File: config.mk
export PLATFORM = sky130hd
export DESIGN_NAME = hadamard_satd_acc
export DESIGN_NICKNAME = d
export VERILOG_FILES = /design/src/rtl/satd_pkg.sv /design/src/rtl/hadamard8_stage.sv /design/src/rtl/hadamard_satd_acc.sv
export SDC_FILE = /design/constraint.sdc
export NUM_CORES = 1
export LEC_CHECK = 0
export ABC_CLOCK_PERIOD_IN_PS = 6900
export BUFFER_PORTS_ARGS = -buffer_cell sky130_fd_sc_hd__buf_2
export CORE_ASPECT_RATIO = 0.75
export CORE_MARGIN = 3
export CORE_UTILIZATION = 30
export DETAILED_ROUTE_END_ITERATION = 8
export GPL_ROUTABILITY_DRIVEN = 0
export RECOVER_POWER = 50
export SETUP_SLACK_MARGIN = 0.05
export SKIP_LAST_GASP = 1
export SLEW_MARGIN = 20
export SYNTH_ARGS = -nofsm -noshare
export SYNTH_HDL_FRONTEND = slang
export SYNTH_SLANG_ARGS = --single-unit
export TNS_END_PERCENT = 20
File: constraint.sdc
create_clock -name clk -period 6.9 [get_ports clk]
set_clock_uncertainty 0.05 [all_clocks]
set_input_delay 1.035 -clock clk [delete_from_list [all_inputs] [get_ports clk]]
set_output_delay 1.035 -clock clk [all_outputs]
set_load 0.05 [all_outputs]
File: src/rtl/satd_pkg.sv
// Shared constants and width helpers for the SATD Hadamard datapath.
//   HAD_N          : transform length (lanes per row)
//   had_w(w, s)    : signed width of the coefficients after butterfly layer s
//                    (s=0 is the raw difference, WIDTH+1 bits)
//   satd_w(w, r)   : width of a block SATD value for r rows per block
package satd_pkg;

    localparam int HAD_N = 8;

    function automatic int had_w(input int width, input int stage);
        return width + 1 + stage;
    endfunction

    function automatic int satd_w(input int width, input int rows);
        return width + 6 + $clog2(rows);
    endfunction

endpackage

File: src/rtl/hadamard8_stage.sv
// One registered butterfly layer of the 8-point Hadamard transform.
// Lanes are paired at distance DIST inside groups of 2*DIST: the lower lane
// of a pair receives the sum, the upper lane the difference. Output is one
// bit wider than the input, so the layer is exact.
// Ports:
//   clk, rst   : clock, synchronous active-high reset (clears valid and data)
//   flush      : drops the valid bit at the next edge (block abort)
//   in_valid   : din holds a valid row
//   din        : HAD_N signed lanes, IN_W bits
//   out_valid  : dout holds a valid row
//   dout       : HAD_N signed lanes, IN_W+1 bits
module hadamard8_stage
    import satd_pkg::*;
#(
    parameter int IN_W = 9,
    parameter int DIST = 4
) (
    input  logic                   clk,
    input  logic                   rst,
    input  logic                   flush,
    input  logic                   in_valid,
    input  logic signed [IN_W-1:0] din  [HAD_N],
    output logic                   out_valid,
    output logic signed [IN_W:0]   dout [HAD_N]
);

    logic signed [IN_W:0] bf [HAD_N];

    for (genvar i = 0; i < HAD_N; i++) begin : g_bf
        if (((i / DIST) % 2) == 0) begin : g_sum
            assign bf[i] = (IN_W+1)'(din[i]) + (IN_W+1)'(din[i+DIST]);
        end else begin : g_diff
            assign bf[i] = (IN_W+1)'(din[i-DIST]) - (IN_W+1)'(din[i]);
        end
    end

    always_ff @(posedge clk) begin
        if (rst) begin
            out_valid <= 1'b0;
            for (int i = 0; i < HAD_N; i++) dout[i] <= '0;
        end else begin
            out_valid <= in_valid & ~flush;
            if (in_valid) dout <= bf;
        end
    end

endmodule

File: src/rtl/hadamard_satd_acc.sv
// SATD accumulator: registers a row of 8 signed differences, runs it through
// three butterfly layers (8-point unnormalised Hadamard), sums the absolute
// coefficients and accumulates ROWS rows into one SATD value per block.
// Ports:
//   clk, rst        : clock, synchronous active-high reset
//   clear           : block abort (flushes pipeline, accumulator, row counter)
//   in_valid        : diff_0..diff_7 carry a row this cycle
//   diff_0..diff_7  : signed differences, WIDTH+1 bits
//   out_valid       : one-cycle strobe, satd holds a finished block sum
//   satd            : unsigned block SATD, held between strobes
//   row_idx         : rows already accumulated into the current block
// Latency: a row sampled at edge t reaches the accumulator at edge t+5.
module hadamard_satd_acc
    import satd_pkg::*;
#(
    parameter  int WIDTH  = 8,
    parameter  int ROWS   = 8,
    localparam int SATD_W = satd_w(WIDTH, ROWS),
    localparam int RIDX_W = $clog2(ROWS)
) (
    input  logic                    clk,
    input  logic                    rst,
    input  logic                    clear,
    input  logic                    in_valid,
    input  logic signed [WIDTH:0]   diff_0,
    input  logic signed [WIDTH:0]   diff_1,
    input  logic signed [WIDTH:0]   diff_2,
    input  logic signed [WIDTH:0]   diff_3,
    input  logic signed [WIDTH:0]   diff_4,
    input  logic signed [WIDTH:0]   diff_5,
    input  logic signed [WIDTH:0]   diff_6,
    input  logic signed [WIDTH:0]   diff_7,
    output logic                    out_valid,
    output logic [SATD_W-1:0]       satd,
    output logic [RIDX_W-1:0]       row_idx
);

    localparam int W0    = had_w(WIDTH, 0);
    localparam int W1    = had_w(WIDTH, 1);
    localparam int W2    = had_w(WIDTH, 2);
    localparam int W3    = had_w(WIDTH, 3);
    localparam int SUM_W = WIDTH + 6;

    // Magnitude after sign extension to the row-sum width, so the
    // two's-complement negate of the most negative coefficient is exact.
    function automatic logic [SUM_W-1:0] mag(input logic signed [W3-1:0] x);
        logic signed [SUM_W-1:0] xe;
        xe = SUM_W'(x);
        if (xe < 0) xe = -xe;
        return $unsigned(xe);
    endfunction

    logic                 vld_p0, vld_p1, vld_p2, vld_p3, vld_p4;
    logic signed [W0-1:0] d_p0 [HAD_N];
    logic signed [W1-1:0] d_p1 [HAD_N];
    logic signed [W2-1:0] d_p2 [HAD_N];
    logic signed [W3-1:0] d_p3 [HAD_N];
    logic [SUM_W-1:0]     row_sum_p4;
    logic [SATD_W-1:0]    acc;

    // Stage p0: input row register
    always_ff @(posedge clk) begin
        if (rst) begin
            vld_p0 <= 1'b0;
            for (int i = 0; i < HAD_N; i++) d_p0[i] <= '0;
        end else begin
            vld_p0 <= in_valid & ~clear;
            if (in_valid)
                d_p0 <= '{diff_0, diff_1, diff_2, diff_3,
                          diff_4, diff_5, diff_6, diff_7};
        end
    end

    // Stages p1..p3: butterfly layers at distance 4, 2, 1
    hadamard8_stage #(.IN_W(W0), .DIST(4)) u_bf4 (
        .clk(clk), .rst(rst), .flush(clear),
        .in_valid(vld_p0), .din(d_p0), .out_valid(vld_p1), .dout(d_p1)
    );

    hadamard8_stage #(.IN_W(W1), .DIST(2)) u_bf2 (
        .clk(clk), .rst(rst), .flush(clear),
        .in_valid(vld_p1), .din(d_p1), .out_valid(vld_p2), .dout(d_p2)
    );

    hadamard8_stage #(.IN_W(W2), .DIST(1)) u_bf1 (
        .clk(clk), .rst(rst), .flush(clear),
        .in_valid(vld_p2), .din(d_p2), .out_valid(vld_p3), .dout(d_p3)
    );

    logic [SUM_W-1:0] mag_c  [HAD_N];
    logic [SUM_W-1:0] lvl1_c [4];
    logic [SUM_W-1:0] lvl2_c [2];
    logic [SUM_W-1:0] row_sum_c;

    always_comb begin
        for (int i = 0; i < HAD_N; i++) mag_c[i]  = mag(d_p3[i]);
        for (int i = 0; i < 4; i++)     lvl1_c[i] = mag_c[2*i] + mag_c[2*i+1];
        for (int i = 0; i < 2; i++)     lvl2_c[i] = lvl1_c[2*i] + lvl1_c[2*i+1];
        row_sum_c = lvl2_c[0] + lvl2_c[1];
    end

    // Stage p4: registered sum of absolute coefficients
    always_ff @(posedge clk) begin
        if (rst) begin
            vld_p4     <= 1'b0;
            row_sum_p4 <= '0;
        end else begin
            vld_p4 <= vld_p3 & ~clear;
            if (vld_p3) row_sum_p4 <= row_sum_c;
        end
    end

    // Stage p5: block accumulator, row counter and output register.
    // The last row of a block bypasses acc so the next block can start
    // accumulating on the very next edge.
    always_ff @(posedge clk) begin
        if (rst) begin
            acc       <= '0;
            row_idx   <= '0;
            satd      <= '0;
            out_valid <= 1'b0;
        end else begin
            out_valid <= 1'b0;
            if (clear) begin
                acc     <= '0;
                row_idx <= '0;
            end else if (vld_p4) begin
                if (row_idx == RIDX_W'(ROWS - 1)) begin
                    satd      <= acc + SATD_W'(row_sum_p4);
                    out_valid <= 1'b1;
                    acc       <= '0;
                    row_idx   <= '0;
                end else begin
                    acc     <= acc + SATD_W'(row_sum_p4);
                    row_idx <= row_idx + RIDX_W'(1);
                end
            end
        end
    end

endmodule

# After elaboration in Yosys (flattened, before gate mapping)

Cells that the tools add are included.

Flip-flop bits (word level): 393
Latch bits: 0
Bits in writable memories: 0
ROM bits: 0
Input bits: 76
Output and inout port bits: 21
Logic and storage cells: 113
Memories: 0

Add/subtract/negate cells: 41
Multiply operators: 0
Div/mod/pow operators: 0
$lt $le $gt $ge: 8
Equal/unequal tests: 1
Shift operators: 0
Muxes and demuxes: 11
Bitwise gates (word level): 7
Reductions and logical operators: 3

Operators by type and width:

| kind                                                 | number |
|---|---|
| 2-to-1 mux 14 bit                                    | 8 |
| negator 12 -> 14 bit                                 | 8 |
| adder 14 bit                                         | 7 |
| < comparator 12 x 1 -> 1 bit (second input constant) | 8 |
| adder 11 x 11 -> 12 bit                              | 4 |
| subtractor 11 x 11 -> 12 bit                         | 4 |
| adder 10 x 10 -> 11 bit                              | 4 |
| subtractor 10 x 10 -> 11 bit                         | 4 |
| adder 9 x 9 -> 10 bit                                | 4 |
| subtractor 9 x 9 -> 10 bit                           | 4 |
| adder 17 x 14 -> 17 bit                              | 1 |
| 2-to-1 mux 17 bit                                    | 1 |
| bitwise AND 1 bit                                    | 5 |
| adder 3 x 1 -> 3 bit (second input constant)         | 1 |
| == test 3 bit (second input constant)                | 1 |
| 2-to-1 mux 3 bit                                     | 1 |
| AND reduction 3 bit                                  | 1 |
| OR reduction 3 bit                                   | 1 |
| inverter 1 bit                                       | 2 |
| OR reduction 2 bit                                   | 1 |
| 2-to-1 mux 1 bit                                     | 1 |

# Depth between registers and ports, before layout

Word-level depth: 5
Mapped depth: 23
Mapped depth without buffers: 21

# Hierarchy

Synthesis repeated with hierarchy kept, for this count alone.

Cells, all modules: 3485
Area, all modules: 28917.7 um^2

By module, submodules not included:

| module                  | times used | cells an instance | area an instance (um^2) | seq. area each (um^2) |
|---|---|---|---|---|
| hadamard_satd_acc       | 1          | 1025              | 9277.6                  | 2522.4 |
| hadamard8_stage (u_bf1) | 1          | 923               | 7340.8                  | 1861.8 |
| hadamard8_stage (u_bf2) | 1          | 793               | 6357.3                  | 1701.6 |
| hadamard8_stage (u_bf4) | 1          | 744               | 5941.9                  | 1541.5 |

# Worst setup path after synthesis

OpenSTA, ideal clock, no wires.

Kind: register to register
Start point: register u_bf1.dout[0] (netlist bit)
End point: register row_sum_p4[11]
Setup time: 0.064 ns
Arrival: 5.724 ns
Required time: 6.786 ns
Setup slack: 1.062 ns
Stages on the path, launching flop included: 24
Buffers on the path: 2
Cell sequence: dfxtp_1 clkbuf_1 clkbuf_1 inv_1 ha_1 nand2b_1 or4_1 or2_1 o21ai_0 xor2_1 fa_1 inv_1 fa_1 fa_1 inv_1 fa_1 inv_1 ha_1 and4_1 or3b_1 nand3_1 o21ai_0 or4_1 nand4_1

Cells in the longest elaborated chain, start to end: 5
Elaborated cells between the ends (all ways): 6
Those cells by class: add/sub: 4; order compare: 1; mux: 1

RTL lines:

| what                                                                 | RTL line                 | text |
|---|---|---|
| start: declaration                                                   | hadamard8_stage.sv:24    | `output logic signed [IN_W:0] dout [HAD_N]` |
| start signal: assignment                                             | hadamard8_stage.sv:43    | `if (in_valid) dout <= bf;` |
| negator 12 -> 14 bit or < comparator 12 x 1 -> 1 bit (tied branches) | hadamard_satd_acc.sv:49  | `if (xe < 0) xe = -xe;` |
| 2-to-1 mux 14 bit *                                                  | hadamard_satd_acc.sv:49  |  |
| adder 14 bit *                                                       | hadamard_satd_acc.sv:97  | `for (int i = 0; i < 4; i++) lvl1_c[i] = mag_c[2*i] + mag_c[2*i+1];` |
| adder 14 bit *                                                       | hadamard_satd_acc.sv:98  | `for (int i = 0; i < 2; i++) lvl2_c[i] = lvl1_c[2*i] + lvl1_c[2*i+1];` |
| adder 14 bit *                                                       | hadamard_satd_acc.sv:99  | `row_sum_c = lvl2_c[0] + lvl2_c[1];` |
| end signal: assignment                                               | hadamard_satd_acc.sv:109 | `if (vld_p3) row_sum_p4 <= row_sum_c;` |
| end: declaration                                                     | hadamard_satd_acc.sv:58  | `logic [SUM_W-1:0] row_sum_p4;` |

Mark *: on every way between the ends. The rest lies on a longest branch, timed or not.
A chain may end at the register's enable or synchronous reset.

==> impl_metrics.json <==
{
  "status": "complete, but fails checks",
  "violations": "capacitance limit, slew limit",
  "clkLatencyLatePin_ns": 0.58,
  "wirelength_um": 74800,
  "period_share_pct": 87.1,
  "fp.coreArea_mm2": 0.0901,
  "worst_slew_pin_slew_ns": 3.12,
  "syn-cell-area_mm2": 0.0274,
  "ios": 97,
  "antenna_found_initial": 0,
  "die_x_um": 355,
  "grt_max_degree": 175,
  "drc_errors": 0,
  "cts_tree": "built",
  "cp_data_required_time_ns": 7.17,
  "synth_fa_ha_area_share_pct": 19.1,
  "synth_top_family_by_area": "adder cells",
  "clockPowerShare_pct": 41.9,
  "avgSynthCellArea_um2": 8.32,
  "worst_path_largest_cell_delay_ns": 2.16,
  "synth-edff-count": 0,
  "internal_power_uw": 3980,
  "pwr-share-seq_pct": 41.0,
  "max_slew_margin_pct": -108,
  "syn_to_final_growth_pct": 10.6,
  "synth-xor-area-share_pct": 7.06,
  "fin_tns_setup_ns": 0,
  "track_usage_pct": 15.6,
  "synth_seq_cells": 375,
  "vias_per_cell": 5.04,
  "p_leak_uw": 0.0124,
  "synth-seq-area-share_pct": 27.4,
  "portBuffers": 96,
  "drt_iter0_markers": 1689,
  "start_kind": "input port",
  "die-area_mm2": 0.0951,
  "synthSimpleGateAreaFrac_pct": 18.0,
  "grt_pass1_wl_um": 119000,
  "fin_crit_ns": 6.01,
  "num_vias": 22800,
  "synth-compound-area-share_pct": 17.7,
  "cts.repair.resized": 0,
  "finalHoldViolations": 0,
  "final_cells": 4529,
  "firstDrtPassIters": 5,
  "power_frac_comb_pct": 17.0,
  "p_switching_uw": 1640,
  "drv_slew": 273,
  "cts.clk_slew.worst_paths_ns": 0.06,
  "cts_setup_buffers": 0,
  "final_util_pct": 33.6,
  "start_util_pct": 30.4,
  "yosysUniqueCellTypes": 79,
  "path_delay_family": "buffers and inverters",
  "crit_type": "input port to flop",
  "cts-hold-fix-buffers": 0,
  "fin_nets": 3722,
  "path_common_cell": "clkbuf_1",
  "ys.flop_type": "dfxtp_1",
  "wl_per_cell_um": 16.5,
  "htreeDepth": 2,
  "power.density_mw_per_mm2": 186,
  "synthArstFlopShare_pct": 0,
  "power_uw": 5630,
  "dp_hpwl_um": 57600,
  "cts_buffers": 40,
  "row_count": 95,
  "ys_warn_count": 0,
  "clockBufferDepth": 3,
  "rsz0062_at_grt": "no",
  "end_kind": "flop",
  "overflow": 0,
  "dpl.cell_count": 4455,
  "clock-sinks": 375,
  "grt_pass1_vias": 21300,
  "peakVddDrop_v": 0.000157,
  "max-cap-violations": 6,
  "slowest_stage": "clkbuf_1",
  "worst_ep_arrival_time_ns": 6.28,
  "die_h_um": 268,
  "path_buf_inv": 4,
  "max_freq_mhz": 166,
  "drive_gt1_share_pct": 5.91,
  "synth_cells": 3295,
  "hp-class": "flop to flop",
  "postRouteAntennaNets": 0,
  "crit_path_cell_trace": "clkbuf_1, clkinv_1, clkbuf_1, clkbuf_2, nand2_1, o22ai_1",
  "p_sw_share_pct": 29.2,
  "synthMuxAreaShare_pct": 4.13,
  "cp_max_fo": 66,
  "setup_viol": 0,
  "cts_root_buf": "clkbuf_16"
}
-- cells in the final DEF (no fill, tap or decap), types with 11 or more instances in the layout --
cell type    n
nor4_1      19
o31a_1      12
buf_4       11
and3_1      18
nor2_1     429
a21oi_1    148
dfxtp_1    372
inv_1      304
nand2b_1    70
mux2i_1    112
xnor2_1    156
o31ai_1     33
nand3_1     33
a311oi_1    12
nor3_1      99
o311ai_0    14
o21a_1      32
buf_2       93
o41ai_1     18
nand4_1     18
a221oi_1    17
xor2_1      65
o21bai_1    25
ha_1       264
or3_1       39
o22ai_1     35
a211oi_1   123
clkbuf_16   42
o21ai_0    115
o221ai_1    13
fa_1        97
a211o_1     11
nand2_1    181
or4_1       11
nor2b_1     66
clkbuf_1    11
nor4b_1     11
-- area by class of cell --
class	count	area, um^2
Multi-Input combinational cell	2450	18100
Antenna cell	1	2.50
Timing Repair Buffer	112	596
Inverter	306	1150
Sequential cell	375	7520
Clock buffer	50	1110
Clock inverter	23	292
Tap cell	1212	1520
Fill cell	9553	59800
-- stage by stage --
step           setup slack, ns  hold WS, ns  area [um^2]
2_1_floorplan             1.06        0.377        27400
3_3_place_gp              1.03        0.392        28900
3_5_place_dp              1.01        0.393        28900
4_1_cts                   1.01        0.402        30300
5_1_grt                  0.495        0.419        30300
6_report                 0.889        0.403        30300
-- per-layer routing --
metal / wire (um) / GRT usage [%] / vias to the layer above
li1: - / - / 11400
met1: 39400 / 24.0 / 10900
met2: 28700 / 21.8 / 477
met3: 5570 / 3.89 / 68
met4: 1050 / 2.67 / 0
met5: 0 / 0 / -
-- Yosys cell counts, types with 32 or more instances --
library cell  count  area (um^2)
ha_1            264         3300
nand3_1          33          165
a211oi_1        123          923
nor2_1          429         1610
nand2_1         181          679
o21ai_0         115          576
o21a_1           32          240
clkbuf_1        131          492
fa_1             97         1940
inv_1           304         1140
nor3_1           99          495
a21oi_1         148          741
nor2b_1          66          413
or3_1            39          244
xor2_1           65          569
o31ai_1          33          248
o22ai_1          35          219
xnor2_1         156         1370
dfxtp_1         375         7510
mux2i_1         112         1120
nand2b_1         70          438
-- worst register-to-register path, delay by kind of cell, from the launching register on --
kind | cells | cell delay [ns]
compound gates | 2 | 0.31
flops | 1 | 0.31
xor+xnor | 1 | 0.22
buf+inv | 4 | 0.55
simple gates | 8 | 1.90
fa+ha+maj | 6 | 2.55
-- flip-flops by register name (all words and copies together) (netlist names) --
register	flops
u_bf4.dout	76
vld_p4	1
u_bf2.out_valid	1
row_sum_p4	13
acc	17
d_p0	72
row_idx	3
u_bf2.dout	82
u_bf1.out_valid	1
u_bf1.dout	89
satd	17
u_bf4.out_valid	1
out_valid	1
vld_p0	1
-- kinds of logic (layout without fill, tap and decap cells) --
| family | Yosys count | in the layout |
|---|---|---|
| AO/OA/AOI/OAI | 706 | 706 |
| XOR/XNOR | 221 | 221 |
| adder cells (fa/ha/maj) | 361 | 361 |
| buffers and inverters | 477 | 491 |
| flip-flops | 375 | 375 |
| multiplexers | 113 | 113 |
| other | 2 | 10 |
| AND/OR/NAND/NOR | 1040 | 1040 |
-- worst paths after layout --
check                start             end  slack, ns  cells after the start
max                    rst  u_bf1.dout[53]       0.89                      6
min                satd[0]         satd[0]       0.40                      2
max reg2reg  u_bf1.dout[0]  row_sum_p4[11]       0.98                     21
min reg2reg        satd[0]         satd[0]       0.40                      2
-- power groups by stage --
stage | logic (uW) | registers [uW] | clock network (uW)
after floorplan | 709 | 2320 | 0
after CTS | 952 | 2310 | 2410
after global placement | 936 | 2350 | 0
after detailed placement | 945 | 2350 | 0
final | 959 | 2310 | 2360
after global routing | 1070 | 2320 | 2480
Power figures use the tool's default switching activity.
